File: src/rtl/cnn_pkg.sv
// cnn_pkg: constants and helpers shared across the cnn_top datapath.
//   CONV1_*  : geometry and word width of the conv1 output stream.
//   POOL_*   : pooled map size fed to the stage-2 convolution.
//   smax()   : signed max. Callers sign-extend their operands to 64 bits
//              with a signed cast and size-cast the result back to their
//              own width, so one function serves every datapath width.
package cnn_pkg;

    localparam int CONV1_CO    = 3;
    localparam int CONV1_OBW   = 20;
    localparam int CONV1_OUT_W = 24;
    localparam int CONV1_OUT_H = 24;
    localparam int POOL_OUT_W  = 12;
    localparam int POOL_OUT_H  = 12;

    // Tie returns the (equal) value, so the operand choice does not matter.
    function automatic logic signed [63:0] smax(input logic signed [63:0] a,
                                                input logic signed [63:0] b);
        return (a >= b) ? a : b;
    endfunction

endpackage

File: src/rtl/pool_line_buf.sv
// pool_line_buf: one row of horizontal-max results for the 2x2 pool.
//   clk            : write clock
//   we/waddr/wdata : synchronous write port
//   raddr/rdata    : asynchronous read port (distributed RAM)
// Storage has no reset; every entry is rewritten on an even row before
// the following odd row reads it.
module pool_line_buf #(
    parameter int DEPTH = 12,
    parameter int AW    = 4,
    parameter int DW    = 60
) (
    input  logic          clk,
    input  logic          we,
    input  logic [AW-1:0] waddr,
    input  logic [DW-1:0] wdata,
    input  logic [AW-1:0] raddr,
    output logic [DW-1:0] rdata
);

    logic [DW-1:0] mem [DEPTH];

    always_ff @(posedge clk) begin
        if (we) mem[waddr] <= wdata;
    end

    assign rdata = mem[raddr];

endmodule

File: src/rtl/conv1_maxpool2x2.sv
// conv1_maxpool2x2: streaming 2x2 / stride-2 signed max-pool on the conv1
// feature map. Accepts one pixel per i_valid beat in raster order, never
// stalls, emits one pooled pixel per 2x2 window one cycle after the
// window's bottom-right beat.
//   clk, reset_n   : clock, async active-low reset
//   i_clear        : synchronous frame abort (wins over i_valid)
//   i_valid/i_fmap : input beat, channel c at [c*I_BW +: I_BW]
//   o_valid/o_fmap : pooled pixel pulse and values, same packing
//   o_x, o_y       : pooled coordinates of the current o_valid
//   o_frame_done   : pulses with the last pooled pixel of the frame
module conv1_maxpool2x2
    import cnn_pkg::*;
#(
    parameter int CH   = CONV1_CO,
    parameter int I_BW = CONV1_OBW,
    parameter int IW   = CONV1_OUT_W,
    parameter int IH   = CONV1_OUT_H
) (
    input  logic                       clk,
    input  logic                       reset_n,
    input  logic                       i_clear,
    input  logic                       i_valid,
    input  logic [CH*I_BW-1:0]         i_fmap,
    output logic                       o_valid,
    output logic [CH*I_BW-1:0]         o_fmap,
    output logic [$clog2(IW/2)-1:0]    o_x,
    output logic [$clog2(IH/2)-1:0]    o_y,
    output logic                       o_frame_done
);

    localparam int OW  = IW / 2;
    localparam int OH  = IH / 2;
    localparam int XW  = $clog2(IW);
    localparam int YW  = $clog2(IH);
    localparam int OXW = $clog2(OW);
    localparam int OYW = $clog2(OH);

    if ((IW % 2) != 0 || (IH % 2) != 0) begin : g_bad_dims
        $error("conv1_maxpool2x2: IW and IH must be even");
    end

    logic [XW-1:0]  x_cnt;
    logic [YW-1:0]  y_cnt;
    logic           beat, fire, lb_we, x_last, y_last;
    logic [OXW-1:0] x_half;
    logic [OYW-1:0] y_half;
    logic [CH-1:0][I_BW-1:0] in_v, h_reg, hmax, lb_rd, pool_v;

    assign in_v   = i_fmap;
    assign beat   = i_valid & ~i_clear;
    assign x_last = (x_cnt == XW'(IW - 1));
    assign y_last = (y_cnt == YW'(IH - 1));
    assign x_half = OXW'(x_cnt >> 1);
    assign y_half = OYW'(y_cnt >> 1);
    // Odd column closes a horizontal pair; the row parity picks store vs emit.
    assign lb_we  = beat & x_cnt[0] & ~y_cnt[0];
    assign fire   = beat & x_cnt[0] &  y_cnt[0];

    always_ff @(posedge clk or negedge reset_n) begin
        if (!reset_n) begin
            x_cnt <= '0;
            y_cnt <= '0;
        end else if (i_clear) begin
            x_cnt <= '0;
            y_cnt <= '0;
        end else if (i_valid) begin
            if (x_last) begin
                x_cnt <= '0;
                y_cnt <= y_last ? '0 : y_cnt + 1'b1;
            end else begin
                x_cnt <= x_cnt + 1'b1;
            end
        end
    end

    // Left pixel of each horizontal pair.
    always_ff @(posedge clk or negedge reset_n) begin
        if (!reset_n)              h_reg <= '0;
        else if (beat && !x_cnt[0]) h_reg <= in_v;
    end

    always_comb begin
        hmax   = '0;
        pool_v = '0;
        for (int c = 0; c < CH; c++) begin
            hmax[c]   = I_BW'(smax(64'(signed'(h_reg[c])), 64'(signed'(in_v[c]))));
            pool_v[c] = I_BW'(smax(64'(signed'(lb_rd[c])), 64'(signed'(hmax[c]))));
        end
    end

    // Write (even row) and read (odd row) never coincide in one cycle.
    pool_line_buf #(
        .DEPTH (OW),
        .AW    (OXW),
        .DW    (CH * I_BW)
    ) u_line_buf (
        .clk   (clk),
        .we    (lb_we),
        .waddr (x_half),
        .wdata (hmax),
        .raddr (x_half),
        .rdata (lb_rd)
    );

    // A pending o_valid is not affected by i_clear; only reset drops it.
    always_ff @(posedge clk or negedge reset_n) begin
        if (!reset_n) begin
            o_valid      <= 1'b0;
            o_frame_done <= 1'b0;
            o_fmap       <= '0;
            o_x          <= '0;
            o_y          <= '0;
        end else begin
            o_valid      <= fire;
            o_frame_done <= fire & x_last & y_last;
            if (fire) begin
                o_fmap <= pool_v;
                o_x    <= x_half;
                o_y    <= y_half;
            end
        end
    end

endmodule

File: config.mk
export PLATFORM = sky130hd
export DESIGN_NAME = conv1_maxpool2x2
export DESIGN_NICKNAME = d
export VERILOG_FILES = /design/src/rtl/cnn_pkg.sv /design/src/rtl/pool_line_buf.sv /design/src/rtl/conv1_maxpool2x2.sv
export SDC_FILE = /design/constraint.sdc
export NUM_CORES = 1
export LEC_CHECK = 0
export BUFFER_PORTS_ARGS = -buffer_cell sky130_fd_sc_hd__buf_2
export CORE_AREA = 2 2 401 204
export CTS_BUF_LIST = sky130_fd_sc_hd__clkbuf_8
export CTS_CLUSTER_SIZE = 10
export DETAILED_ROUTE_END_ITERATION = 8
export DIE_AREA = 0 0 403 206
export PLACE_DENSITY = 0.77
export SKIP_CTS_REPAIR_TIMING = 1
export SYNTH_ARGS = -nofsm -noshare
export SYNTH_HDL_FRONTEND = slang
export SYNTH_SLANG_ARGS = --single-unit
File: constraint.sdc
create_clock -name clk -period 13.6 [get_ports clk]
set_clock_uncertainty 0.05 [all_clocks]
set_input_delay 0.68 -clock clk [delete_from_list [all_inputs] [get_ports clk]]
set_output_delay 0.68 -clock clk [all_outputs]
set_load 0.03 [all_outputs]
# After elaboration in Yosys (flattened, before gate mapping)

Memories as Yosys holds them, arrays and structs flattened.
Index checks and enable logic that the tools add are counted.

Reduce and logical (&&, ||, !) cells: 5
Magnitude comparators: 6
Bitwise gates (word level): 8
$add $sub $neg: 2
Multiplexer cells: 15
Eq/ne operators: 2

Operators by type and width:

| operator            | count |
|---|---|
| $ge 20x20->1        | 6 |
| $mux 20             | 6 |
| $mux 5              | 7 |
| $add 5x1->5 const B | 2 |
| $eq 5x5->1 const B  | 2 |
| $and 1x1->1         | 6 |
| $reduce_bool 2->1   | 2 |
| $mux 1              | 2 |
| $not 1->1           | 2 |
| $reduce_and 2->1    | 1 |
| $logic_and 1x1->1   | 1 |
| $logic_not 1->1     | 1 |

Input bits: 64
Bits in writable memories: 720
Bits in registers: 140
Output and inout port bits: 70
Memories: 1

Memory list:

| name           | depth | width | read ports | clocked after memory_dff | write ports | line                | source |
|---|---|---|---|---|---|---|---|
| u_line_buf.mem | 12    | 60    | 1          | 0                        | 1           | pool_line_buf.sv:20 | `logic [DW-1:0] mem [DEPTH];` |

# Logic depth before layout (Yosys ltp)

Word-level depth: 6
Mapped depth: 20
Gate-level depth less buffers: 17

# Modules after synthesis

Synthesis repeated with hierarchy kept, for this count alone.

Cells, all modules: 2,342
Area total of the unflattened synthesis: 37,975.2 um^2

By module, submodules not included:

| module           | cells each | area each (um^2) | times used | seq. area each (um^2) |
|---|---|---|---|---|
| pool_line_buf    | 1,168      | 27,013.4         | 1          | 21,620.7 |
| conv1_maxpool2x2 | 1,174      | 10,961.8         | 1          | 3,503.4 |

# Worst setup path after synthesis

No wires, ideal clock.

Path type: input-to-reg
Start point: input port i_valid
End point: memory u_line_buf.mem[0][0], enable pin
Slack: 7.225 ns
Library setup time: 0.552 ns
Data arrival time: 5.773 ns
Stages: 5
Path buffers: 1
Path through: clkbuf_1 nand2_1 or3_1 or3_1 nor3_1

Cells in the longest elaborated chain, start to end: 5

Ends and longest elaborated chain:

| element                      | line                   | source |
|---|---|---|
| from (decl)                  | conv1_maxpool2x2.sv:22 | `input logic i_valid,` |
| $and 1x1->1                  | conv1_maxpool2x2.sv:50 | `assign beat = i_valid & ~i_clear;` |
| $and 1x1->1 (2 in a row)     | conv1_maxpool2x2.sv:56 | `assign lb_we = beat & x_cnt[0] & ~y_cnt[0];` |
| $mux 1                       | pool_line_buf.sv:23    | `if (we) mem[waddr] <= wdata;` |
| $mux 1 (not written as such) | pool_line_buf.sv:23    |  |
| to (decl)                    | pool_line_buf.sv:20    |  |

Every way passes these cells.

# Worst setup path in the final report

Start point: register h_reg[19] in the netlist's numbering
End point: register o_fmap[2]

Cells in the longest elaborated chain, start to end: 4

Ends and longest elaborated chain:

| element                | line                    | source |
|---|---|---|
| from (decl)            | conv1_maxpool2x2.sv:47  | `logic [CH-1:0][I_BW-1:0] in_v, h_reg, hmax, lb_rd, pool_v;` |
| from (signal assigned) | conv1_maxpool2x2.sv:79  | `else if (beat && !x_cnt[0]) h_reg <= in_v;` |
| $ge 20x20->1           | cnn_pkg.sv:19           | `return (a >= b) ? a : b;` |
| $mux 20 (*)            | cnn_pkg.sv:19           |  |
| $ge 20x20->1           | cnn_pkg.sv:19           |  |
| $mux 20 (*)            | cnn_pkg.sv:19           |  |
| to (signal assigned)   | conv1_maxpool2x2.sv:117 | `o_fmap <= pool_v;` |
| to (decl)              | conv1_maxpool2x2.sv:25  | `output logic [CH*I_BW-1:0] o_fmap,` |

Every way passes the cells marked *; elsewhere a longest branch is shown, timed or not.
A chain may end at the register's enable or synchronous reset.

==> run metrics <==
WP data required around 14 ns; initial antenna violation count 0; Tightest Hold Check Type primary input to asynchronous set/reset pin; Crit Path Max Fanout 40; # setup viols final 0; Hold WS -0.02265 ns; CP arrival 8.55 ns; die area roughly 83000 um2; via count normalized by instance count between 6 and 7; Tot Pwr 6.709 mW; Critical Path Start Type flop; CTS tree done; initial core utilization 0.4938; Max-Cap Viols 0; yosys warns 0; layout cells sized above 1 0.2214; ant diodes 0; drt pass-1 iters 7; synth top area cells edfxtp_1 (55%), mux4_2 (10%), dfrtp_1 (8.8%), ha_1 (3.9%), nand2_1 (2.2%); # rows 74; Post-route DRC 0; Post-Syn Instances between 2000 and 3000; Routed Antenna Nets 0; root buf cell clkbuf_8; clk slew on worst S/H paths 0.07 ns; VDD IR-drop max between 0.08 and 0.09 mV; minimum clock period 7.942 ns; wire per inst about 26 um; clock sink count 860; Clk Latency, worst-skew pair 0.76 ns; Critical Path End Type flop; gr ovfl total 0; Slew @ Worst Pin approximately 1.2 ns; unrepaired setup endpoints after global routing false; Setup TNS Final 0 ns; slew margin rel. 0.1702; power density cells between 150 and 200 nW/um2; GP Congestion around 0.95; H-Tree Depth 3; mapped cell area between 30000 and 40000 um2; failing checks hold timing; EDFF count, synth between 700 and 800; synthesized area per cell 14.69 um2; FILL cells 6241; Post-synth top flop edfxtp_1; final wirelength 102700 um; Largest register FFs 720; fmax 0.1259 GHz; Max clock buf depth 3; Final Slew Violations 0; total number of vias between 20000 and 30000; chip width between 400 and 500 um; I/O pins between 100 and 150; die height ~200 um; Synth area leader edfxtp_1; Post-synth ARST share 0.1628; number of DRC markers in iteration 0 around 3500; Seq/Total Area, Yosys 0.6345; post-route clock period utilization 0.5840; GRT Total Usage 0.2472; Area growth, synth to finish 11.06%; largest net degree at the start of global routing 130; static leakage about 16 nW; I/O Buffers between 100 and 150; first-pass GRT wire length around 150000 um; Final nets 3006; Num CTS Buffers 119; FF+latch count, synth 860; Crit Path Class flop to flop; Final Hold Fails 16; Netlist cell types 56; post-synth top area share 0.5460; vias in the first global route 24470; Mapped Nets 2882; core area approximately 80000 um2; dpl hpwl ~63000 um; outcome finished with violations
-- where the power goes --
part | internal, mW | switching [mW] | total (mW)
Combinational | 0.421 | 0.900 | 1.32
Clock | 1.15 | 1.01 | 2.16
Sequential | 3.16 | 0.0668 | 3.23
-- layer usage --
layer	part of all wire	up-vias	global-route usage
met4	0.015	0	0.05284
li1	-	10640	-
met3	0.12	149	0.06260
met5	0	-	0
met2	0.43	1459	0.3530
met1	0.43	12860	0.3819
-- synth_stat cells, types with 13 or more instances --
| master | number |
|---|---|
| mux2i_1 | 83 |
| mux2_2 | 58 |
| ha_1 | 122 |
| nand4_1 | 100 |
| dfrtp_1 | 140 |
| nor3_1 | 30 |
| a221o_1 | 22 |
| nand2_1 | 235 |
| inv_1 | 124 |
| and2_1 | 44 |
| clkbuf_1 | 113 |
| nand2b_1 | 65 |
| nor2b_1 | 46 |
| a2111oi_2 | 20 |
| o21a_1 | 21 |
| and3_1 | 20 |
| mux4_2 | 180 |
| edfxtp_1 | 720 |
| a21o_1 | 28 |
| o31ai_1 | 20 |
| a21oi_1 | 116 |
| a2bb2oi_1 | 20 |
| o21ai_0 | 133 |
| nor2_1 | 87 |
| o211ai_1 | 22 |
| buf_2 | 40 |
| nand3_1 | 19 |
| buf_1 | 13 |
-- layout make-up --
class                      count  area [um2]  area share
tap                         1064        1331     0.03027
clock buffer                 138        1899     0.04319
sequential                   860       25140      0.5716
timing repair buffer         174        1005     0.02285
inverter                     124       465.4     0.01058
multi-input combinational   1541       13420      0.3052
clock inverter                90       714.4     0.01625
-- layout by cell type (no fill, tap or decap), types with 4 or more instances in the layout --
cell and n:
nand2b_1 65, dfrtp_1 136, edfxtp_1 720, mux2_2 58, nor3_1 27, o21ai_0 133
mux2i_1 82, nor2_4 9, a2111oi_2 20, and3_1 20, clkinvlp_4 4, nor2b_1 46
inv_1 152, a221o_1 22, and4_1 7, and2_1 43, a21o_1 28, o211ai_1 22
buf_4 39, o31ai_1 20, buf_2 132, o21a_1 21, ha_1 119, nand2_1 235
nand3_1 19, mux4_2 180, clkinv_1 22, nor2_1 78, a2bb2oi_1 19, bufinv_16 11
a21oi_1 116, a21boi_0 5, dfrtp_4 4, clkinv_2 18, clkbuf_8 138, nand4_1 100
-- critical path, stage by stage (launching register included) --
cell	delay [ns]
dfrtp_1	0.53
ha_2	0.36
nand4_2	0.16
nor4_2	0.07
buf_4	0.21
a21bo_2	0.50
and2_2	0.96
o31ai_1	0.26
nor3_1	0.98
ha_1	0.40
a21oi_1	0.14
o21ai_0	0.14
a221o_1	0.41
a2111oi_1	0.57
mux2i_2	1.03
nand2_1	0.68
o21ai_0	0.38
-- through the flow --
step / instances / area (um2) / util / hold slack [ns] / setup slack, ns
after floorplan: 2696 / 39600 / - / 0.3344 / 7.225
after detailed placement: 3763 / 41360 / 0.5159 / 0.4214 / 5.535
after CTS: 3991 / 43980 / 0.5485 / -0.04955 / 5.921
final: 3991 / 43980 / 0.5485 / -0.02265 / 5.658
after global placement: 3763 / 41360 / 0.5159 / 0.4101 / 5.868
after global routing: 3991 / 43980 / 0.5485 / 0.001096 / 5.172
-- path summary, 6_finish.rpt --
check	cells after the start	endpoint	from	slack (ns)
min in group clk	2	h_reg[48]	i_fmap[48]	0.13
worst max-delay path	16	o_fmap[2]	h_reg[19]	5.66
worst min-delay path	1	h_reg[30]	reset_n	-0.02
worst min register to register	2	o_y[0]	o_y[0]	0.43
max in group asynchronous	2	x_cnt[4]	reset_n	11.96
worst max register to register	16	o_fmap[2]	h_reg[19]	5.66
-- cell families after synthesis --
kind of cell,Yosys count,share of synthesized area
multiplexers,321,0.1399
flip-flops,860,0.6345
AO/OA/AOI/OAI,420,0.06999
AND/OR/NAND/NOR,676,0.08686
adder cells (fa/ha/maj),122,0.03855
buffers and inverters,295,0.02980
XOR/XNOR,2,0.0004425
No activity file was read; power rests on OpenSTA's default activity.
